<file path="src/rtl/pipeline_collapse.sv">
// pipeline_collapse: valid/ready register pipeline whose stages advance
// independently, so bubbles collapse while the output is stalled. An optional
// input skid entry turns u_ready into a flop output. flush clears all beats.
module pipeline_collapse #(
   parameter int DATA_WIDTH      = 32,
   parameter int PIPELINE_STAGES = 4,
   parameter int READY_REG       = 0,
   localparam int CNT_W          = $clog2(PIPELINE_STAGES + 2)
) (
   input  logic                  clk,
   input  logic                  rst_n,
   input  logic                  flush,
   input  logic [DATA_WIDTH-1:0] u_data,
   input  logic                  u_valid,
   output logic                  u_ready,
   output logic [DATA_WIDTH-1:0] d_data,
   output logic                  d_valid,
   input  logic                  d_ready,
   output logic [CNT_W-1:0]      occupancy
);

   localparam int N = PIPELINE_STAGES;

   logic [N-1:0]          t_valid;
   logic [N-1:0]          t_valid_nxt;
   logic [DATA_WIDTH-1:0] t_data [N];
   logic [N:0]            rdy;
   logic                  chain;
   logic [N-1:0]          src_valid;
   logic [DATA_WIDTH-1:0] src_data [N];
   logic                  skid_valid;
   logic                  skid_valid_nxt;
   logic [DATA_WIDTH-1:0] skid_data;
   logic [CNT_W-1:0]      occ_nxt;

   // Ready chain from the output back to stage 0: a stage can load when it is
   // empty or when the stage ahead of it can load.
   always_comb begin
      // NOTE: chain is a blocking-assigned temporary in combinational logic;
      // it is read after being written within the same pass, never stored.
      chain  = d_ready;
      rdy[N] = chain;
      for (int i = N - 1; i >= 0; i--) begin
         chain  = ~t_valid[i] | chain;
         rdy[i] = chain;
      end
   end

   // Stage sources: stage 0 prefers a held skid beat over the upstream port.
   always_comb begin
      src_valid[0] = skid_valid | u_valid;
      src_data[0]  = skid_valid ? skid_data : u_data;
      for (int i = 1; i < N; i++) begin
         src_valid[i] = t_valid[i-1];
         src_data[i]  = t_data[i-1];
      end
   end

   // Next stage valids and the occupancy they imply.
   always_comb begin
      // NOTE: every output of this block gets a default before any branch,
      // so no path leaves a signal unassigned and no latch is inferred.
      t_valid_nxt = t_valid;
      occ_nxt     = '0;
      if (flush) begin
         t_valid_nxt = '0;
      end else begin
         for (int i = 0; i < N; i++) begin
            if (rdy[i]) t_valid_nxt[i] = src_valid[i];
         end
      end
      for (int i = 0; i < N; i++) begin
         occ_nxt = occ_nxt + CNT_W'(t_valid_nxt[i]);
      end
      occ_nxt = occ_nxt + CNT_W'(skid_valid_nxt);
   end

   generate
      if (READY_REG != 0) begin : g_skid
         assign u_ready = ~skid_valid & ~flush;

         // Skid fills when an accepted beat cannot enter stage 0 and empties
         // when stage 0 takes it; flush wins over both.
         always_comb begin
            skid_valid_nxt = skid_valid;
            if (flush)                          skid_valid_nxt = 1'b0;
            else if (u_valid & u_ready & ~rdy[0]) skid_valid_nxt = 1'b1;
            else if (rdy[0])                    skid_valid_nxt = 1'b0;
         end

         // Skid entry registers.
         always_ff @(posedge clk or negedge rst_n) begin
            if (!rst_n) begin
               skid_valid <= 1'b0;
               skid_data  <= '0;
            end else begin
               skid_valid <= skid_valid_nxt;
               if (u_valid & u_ready & ~rdy[0]) skid_data <= u_data;
            end
         end
      end else begin : g_no_skid
         assign u_ready        = rdy[0] & ~flush;
         assign skid_valid     = 1'b0;
         assign skid_valid_nxt = 1'b0;
         assign skid_data      = '0;
      end
   endgenerate

   // Stage registers and occupancy counter.
   always_ff @(posedge clk or negedge rst_n) begin
      if (!rst_n) begin
         t_valid   <= '0;
         occupancy <= '0;
         // NOTE: the payload array is reset as well so that d_data is a known
         // zero after reset rather than whatever the flops powered up with.
         for (int i = 0; i < N; i++) t_data[i] <= '0;
      end else begin
         t_valid   <= t_valid_nxt;
         occupancy <= occ_nxt;
         for (int i = 0; i < N; i++) begin
            if (!flush && rdy[i] && src_valid[i]) t_data[i] <= src_data[i];
         end
      end
   end

   assign d_valid = t_valid[N-1] & ~flush;
   assign d_data  = t_data[N-1];

endmodule

</file>
<file path="config.mk">
export PLATFORM = sky130hd
export DESIGN_NAME = pipeline_collapse
export DESIGN_NICKNAME = d
export VERILOG_FILES = /design/src/rtl/pipeline_collapse.sv
export SDC_FILE = /design/constraint.sdc
export NUM_CORES = 1
export LEC_CHECK = 0
export BUFFER_PORTS_ARGS = -buffer_cell sky130_fd_sc_hd__buf_2
export CORE_AREA = 2 2 135 137
export DETAILED_ROUTE_END_ITERATION = 10
export DIE_AREA = 0 0 137 139
export PLACE_DENSITY = 0.55
export SETUP_SLACK_MARGIN = 0.1
export SLEW_MARGIN = 40
export SYNTH_ARGS = -nofsm -noshare
export SYNTH_HDL_FRONTEND = slang
export SYNTH_SLANG_ARGS = --single-unit
</file>
<file path="constraint.sdc">
create_clock -name clk -period 1.8 [get_ports clk]
set_input_delay 0.36 -clock clk [delete_from_list [all_inputs] [get_ports clk]]
set_output_delay 0.36 -clock clk [all_outputs]
set_load 0.03 [all_outputs]
</file>
== Yosys cells after proc, flatten, opt, wreduce, memory -nomap -nowiden ==
Index checks and enable logic that the tools add are counted.
Storage, ports and cells
  input port bits: 37
  bits in registers: 135
  output and inout port bits: 37
Cells by class
  muxes and demuxes: 5
  reductions and logical operators: 9
  $add $sub $neg: 3
  bitwise operators: 11
Operators by type and width (count)
  $logic_and A1 B1 Y1: 8
  $not A1 Y1: 5
  $mux W1: 4
  $mux W4: 1
  $or A1 B1 Y1: 4
  $add A2 B1 Y3: 1
  $add A3 B1 Y3: 1
  $add A1 B1 Y2: 1
  $and A1 B1 Y1: 2
  $logic_not A1 Y1: 1

== Logic depth before layout (Yosys ltp) ==
  depth after elaboration: 10
  depth in mapped cells: 6
  depth with buffers taken out: 6

== Worst setup path before layout ==
No wires, ideal clock.
  path kind: input port to flip-flop
  start point: input port d_ready
  end point: register occupancy[1]
  cell stages on the path: 6
  path buffers: 0
  setup slack: -0.100 ns
  data required time: 1.674 ns
  arrival: 1.774 ns
  library setup time: 0.126 ns
  path through: and4b_4 a21oi_1 nor2_1 fa_1 ha_1 ha_1
Between the ends
  cells in the longest elaborated chain, start to end: 9
  elaborated cells on any way between the ends: 12
RTL lines
  start, declared: RTL line 18  | input logic d_ready,
  $or A1 B1 Y1 (4 in a row): RTL line 44  | chain = ~t_valid[i] | chain;
  $mux W1: RTL line 69  | if (rdy[i]) t_valid_nxt[i] = src_valid[i];
  $mux W4: RTL line 65  | if (flush) begin
  via t_valid_nxt[0]: RTL line 25  | logic [N-1:0] t_valid_nxt;
  $add A1 B1 Y2: RTL line 73  | occ_nxt = occ_nxt + CNT_W'(t_valid_nxt[i]);
  $add A2 B1 Y3: RTL line 73
  $add A3 B1 Y3: RTL line 73
  via occ_nxt[1]: RTL line 34  | logic [CNT_W-1:0] occ_nxt;
  end signal, assigned: RTL line 119  | occupancy <= occ_nxt;
  end, declared: RTL line 19  | output logic [CNT_W-1:0] occupancy
The timed path passes the listed nets, and every way through them passes these cells.
A chain may end at the register's enable or synchronous reset.

== Worst setup path in the final report ==
  start point: register t_valid[3]
  end point: register occupancy[1]
Between the ends
  cells in the longest elaborated chain, start to end: 10
  elaborated cells on any way between the ends: 13
RTL lines
  start, declared: RTL line 24  | logic [N-1:0] t_valid;
  start signal, assigned: RTL line 118  | t_valid <= t_valid_nxt;
  $not A1 Y1: RTL line 44
  $or A1 B1 Y1 (4 in a row): RTL line 44
  $mux W1: RTL line 69
  $mux W4: RTL line 65
  via t_valid_nxt[0]: RTL line 25
  $add A1 B1 Y2: RTL line 73
  $add A2 B1 Y3: RTL line 73
  $add A3 B1 Y3: RTL line 73
  via occ_nxt[1]: RTL line 34
The timed path passes the listed nets, and every way through them passes these cells.

==> results by group <==
Synth
  • Count leader, synth: dfrtp_1
  • Synth unique cells: 17
  • Fraction of registers with async set/reset: 1.00
  • Number of synthesis warnings: 0
  • Post-Syn Area per Cell: 17.3 sq um
  • Syn_nets: 339
  • Synthesized area: 5170 sq um
  • Main synth FF type: dfrtp_1
  • Post-synth top cells: dfrtp_1 (135), mux2_1 (62), mux2_2 (36)
  • Share of the synthesized area in the top cell type: 0.653
  • Post-synth EDFFs: 0
  • Sequential area share after synthesis: 0.653
  • Top cells by area, synth: dfrtp_1 (65%), mux2_1 (13%), mux2_4 (8.7%)
  • Post-synthesis cell count: 299
  • FF+latch count, synth: 135
  • Synth area leader: dfrtp_1

Setup path
  • Worst EP required: 2.10 ns
  • CP bufs+invs: 0
  • Slowest cell on the critical path: fa_1
  • FF-to-FF Start: t_valid[3]$_DFF_PN0_
  • Crit path cell chain: and4b_4, a21oi_2, nor2_2, fa_1, ha_4, ha_4
  • Reg2reg path depth: 6
  • Critical path type: reg2reg
  • Critical path launch point type: flip-flop
  • R2r endpoint: occupancy[1]$_DFF_PN0_
  • Crit end category: flip-flop
  • Crit path from: t_valid[3]$_DFF_PN0_
  • Worst setup path end: occupancy[1]$_DFF_PN0_
  • Worst Path Arrival: 2.14 ns
  • CP most frequent cell: ha_4
  • Max incr delay on CP: 0.48 ns
  • Levels on crit path: 6
  • Reg2reg setup slack: -0.04 ns
  • Critical path fanouts, max: 4
  • CP top delay family: adder cells

Layout
  • FILL cells: 1661
  • Share of cells above drive strength 1: 0.501
  • Diode count: 0
  • Final instance area: 6720 sq um
  • Nets@finish: 438
  • Synth-to-Final Area Change: 29.9%
  • Final Non-Filler Cells: 640

Timing
  • Max_slew headroom: 0.792
  • Fin crit period: 1.84 ns
  • Final hold violation count: 0
  • Worst slew pin tran: 0.312 ns
  • Clock Skew: 0.00616 ns
  • Final setup TNS: -0.0593 ns
  • Fin crit share: 1.02
  • FMAX: 0.545 GHz
  • Post-route setup slack: -0.0356 ns
  • Hold WS: 0.170 ns
  • Setup-failing EPs final: 2
  • RSZ-0062 raised after global routing: yes
  • Slew Viols, Final: 0

Run
  • Max-cap violations: 0

Placed design
  • Final GP Congestion: 0.717
  • DP Wirelength: 6.53 mm
  • Placed inst area: 5940 sq um
  • Port Buf Inserts: 73
  • Dpl cells: 601

Global routing
  • Vias in the first global route: 3073
  • Grt total ovfl: 0
  • First-pass GRT wire length: 16.8 mm
  • Largest net degree at the start of global routing: 58
  • Initial antenna violation count: 1
  • Total global-route track usage: 0.116

Clocking
  • Clock Tree Buf Depth: 2
  • Clk root buf: clkbuf_16
  • Clock transition at path regs: 0.06 ns
  • Worst-Skew Late Latency: 0.41 ns
  • CTS Sinks: 135
  • H-tree levels: 4
  • CTS tree: built
  • CTS Buf Count: 17

Route
  • Antenna Nets Post-Route: 0
  • WL final: 10.2 mm
  • Via count: 2758
  • Avg WL per Cell: 16.0 um
  • Pre-Repair DR Iteration Count: 4
  • DRC Markers: 0
  • DRT iter0 DRCs: 70
  • Vias per cell: 4.31

Floorplan
  • Die W: 137 um
  • Starting Density: 0.293
  • Row count: 49
  • Die area: 19000 sq um
  • Die Y: 139 um
  • Core area: 17700 sq um
  • Ports: 74

Power
  • Internal: 0.00702 W
  • Net switching power: 0.00273 W
  • P per Cell Area: 1450 nW/um^2
  • Leakage: 3.25 nW
  • Combinational power share: 0.201
  • Peak supply drop: 0.607 mV
  • Flop pwr share: 0.446
  • Switching power share of the total: 0.280
  • Clock power share: 0.353
  • Overall power: 0.00975 W

Status
  • Failing checks: negative setup slack
  • Status: complete, but fails checks

Worst hold path
  • Hold Path Class: in2reg
[through the flow]
| stage | util | setup WS [ns] |
|---|---|---|
| 2_1_floorplan | - | -0.0530 |
| 3_3_place_gp | 0.336 | -0.223 |
| 4_1_cts | 0.374 | -0.0267 |
| 3_5_place_dp | 0.336 | -0.291 |
| 6_report | 0.381 | -0.0356 |
| 5_1_grt | 0.381 | -0.0796 |
[power by group through the flow]
stage          Combinational (W)  Clock [W]  Sequential [W]
6_report                 0.00196    0.00344         0.00435
5_1_grt                  0.00211    0.00371         0.00447
4_1_cts                  0.00197    0.00355         0.00436
3_5_place_dp             0.00195          0         0.00441
3_3_place_gp             0.00189          0         0.00437
2_1_floorplan           0.000840          0         0.00483
[final cells by class]
| cell class | instances | area (sq um) | area share |
|---|---|---|---|
| flip-flops and latches | 135 | 3380 | 0.503 |
| multi-input cells | 148 | 1790 | 0.266 |
| repair buffers | 95 | 679 | 0.101 |
| clock buffers | 19 | 433 | 0.0644 |
| well taps | 229 | 287 | 0.0426 |
| clock inverters | 13 | 155 | 0.0231 |
| inverters | 1 | 3.75 | 0.000558 |
[state kept, by name, indices dropped and copies added, names as in the netlist]
name,cells
t_valid,4
src_data,96
d_data,32
occupancy,3
[cells in the final DEF, fill, tap and decap left out, drive strengths merged]
cell           n
dlygate4sd3    1
inv            2
bufinv         3
nor2           6
mux2         128
ha             2
clkbuf        21
or3b           2
and4b          1
buf           92
a21oi          4
nand2b         1
a211o          1
fa             1
nor2b          2
clkinvlp       3
dfrtp        135
clkinv         6
[worst min-delay path by stage]
| stage | start | endpoint | depth (start not counted) | slack, ns |
|---|---|---|---|---|
| after floorplan | rst_n | d_data[0]$_DFFE_PN0P_ | 0 | 0.06 |
| final | u_data[6] | src_data[70]$_DFFE_PN0P_ | 2 | 0.17 |
| after detailed placement | rst_n | src_data[72]$_DFFE_PN0P_ | 1 | 0.26 |
| after global placement | rst_n | src_data[72]$_DFFE_PN0P_ | 1 | 0.25 |
| after CTS | u_data[6] | src_data[70]$_DFFE_PN0P_ | 2 | 0.15 |
| after global routing | u_data[6] | src_data[70]$_DFFE_PN0P_ | 2 | 0.15 |
[kinds of logic after synthesis]
| kind of cell | share of synthesized area |
|---|---|
| multiplexers | 0.300 |
| AO/OA/AOI/OAI | 0.00556 |
| adder cells (fa/ha/maj) | 0.00870 |
| buffers and inverters | 0.0186 |
| flip-flops | 0.653 |
| AND/OR/NAND/NOR | 0.0140 |
[layer usage]
metal  vias to the layer above  share of wire  global-route usage
met5                         -         0.0016                   0
met4                         2          0.017              0.0488
met3                        14          0.049              0.0450
met2                        43           0.50               0.183
met1                      1444           0.44               0.142
li1                       1255              -                   -
[worst reg2reg max path: cells and delay by family (launching register included)]
kind	cells	cell delay (ns)
fa+ha+maj	3	0.87
flops	1	0.36
simple gates	2	0.43
compound gates	1	0.07
[repair_timing]
action                                  in CTS  in global routing
gates resized for setup                     13                 14
buffers inserted                             1                  2
hold buffers                                 1                  0
hold endpoints to repair                    26                  0
pin swaps                                    5                  3
cloned                                       0                  3
endpoints found under the setup margin      68                 74
No activity file was read; power rests on OpenSTA's default activity.
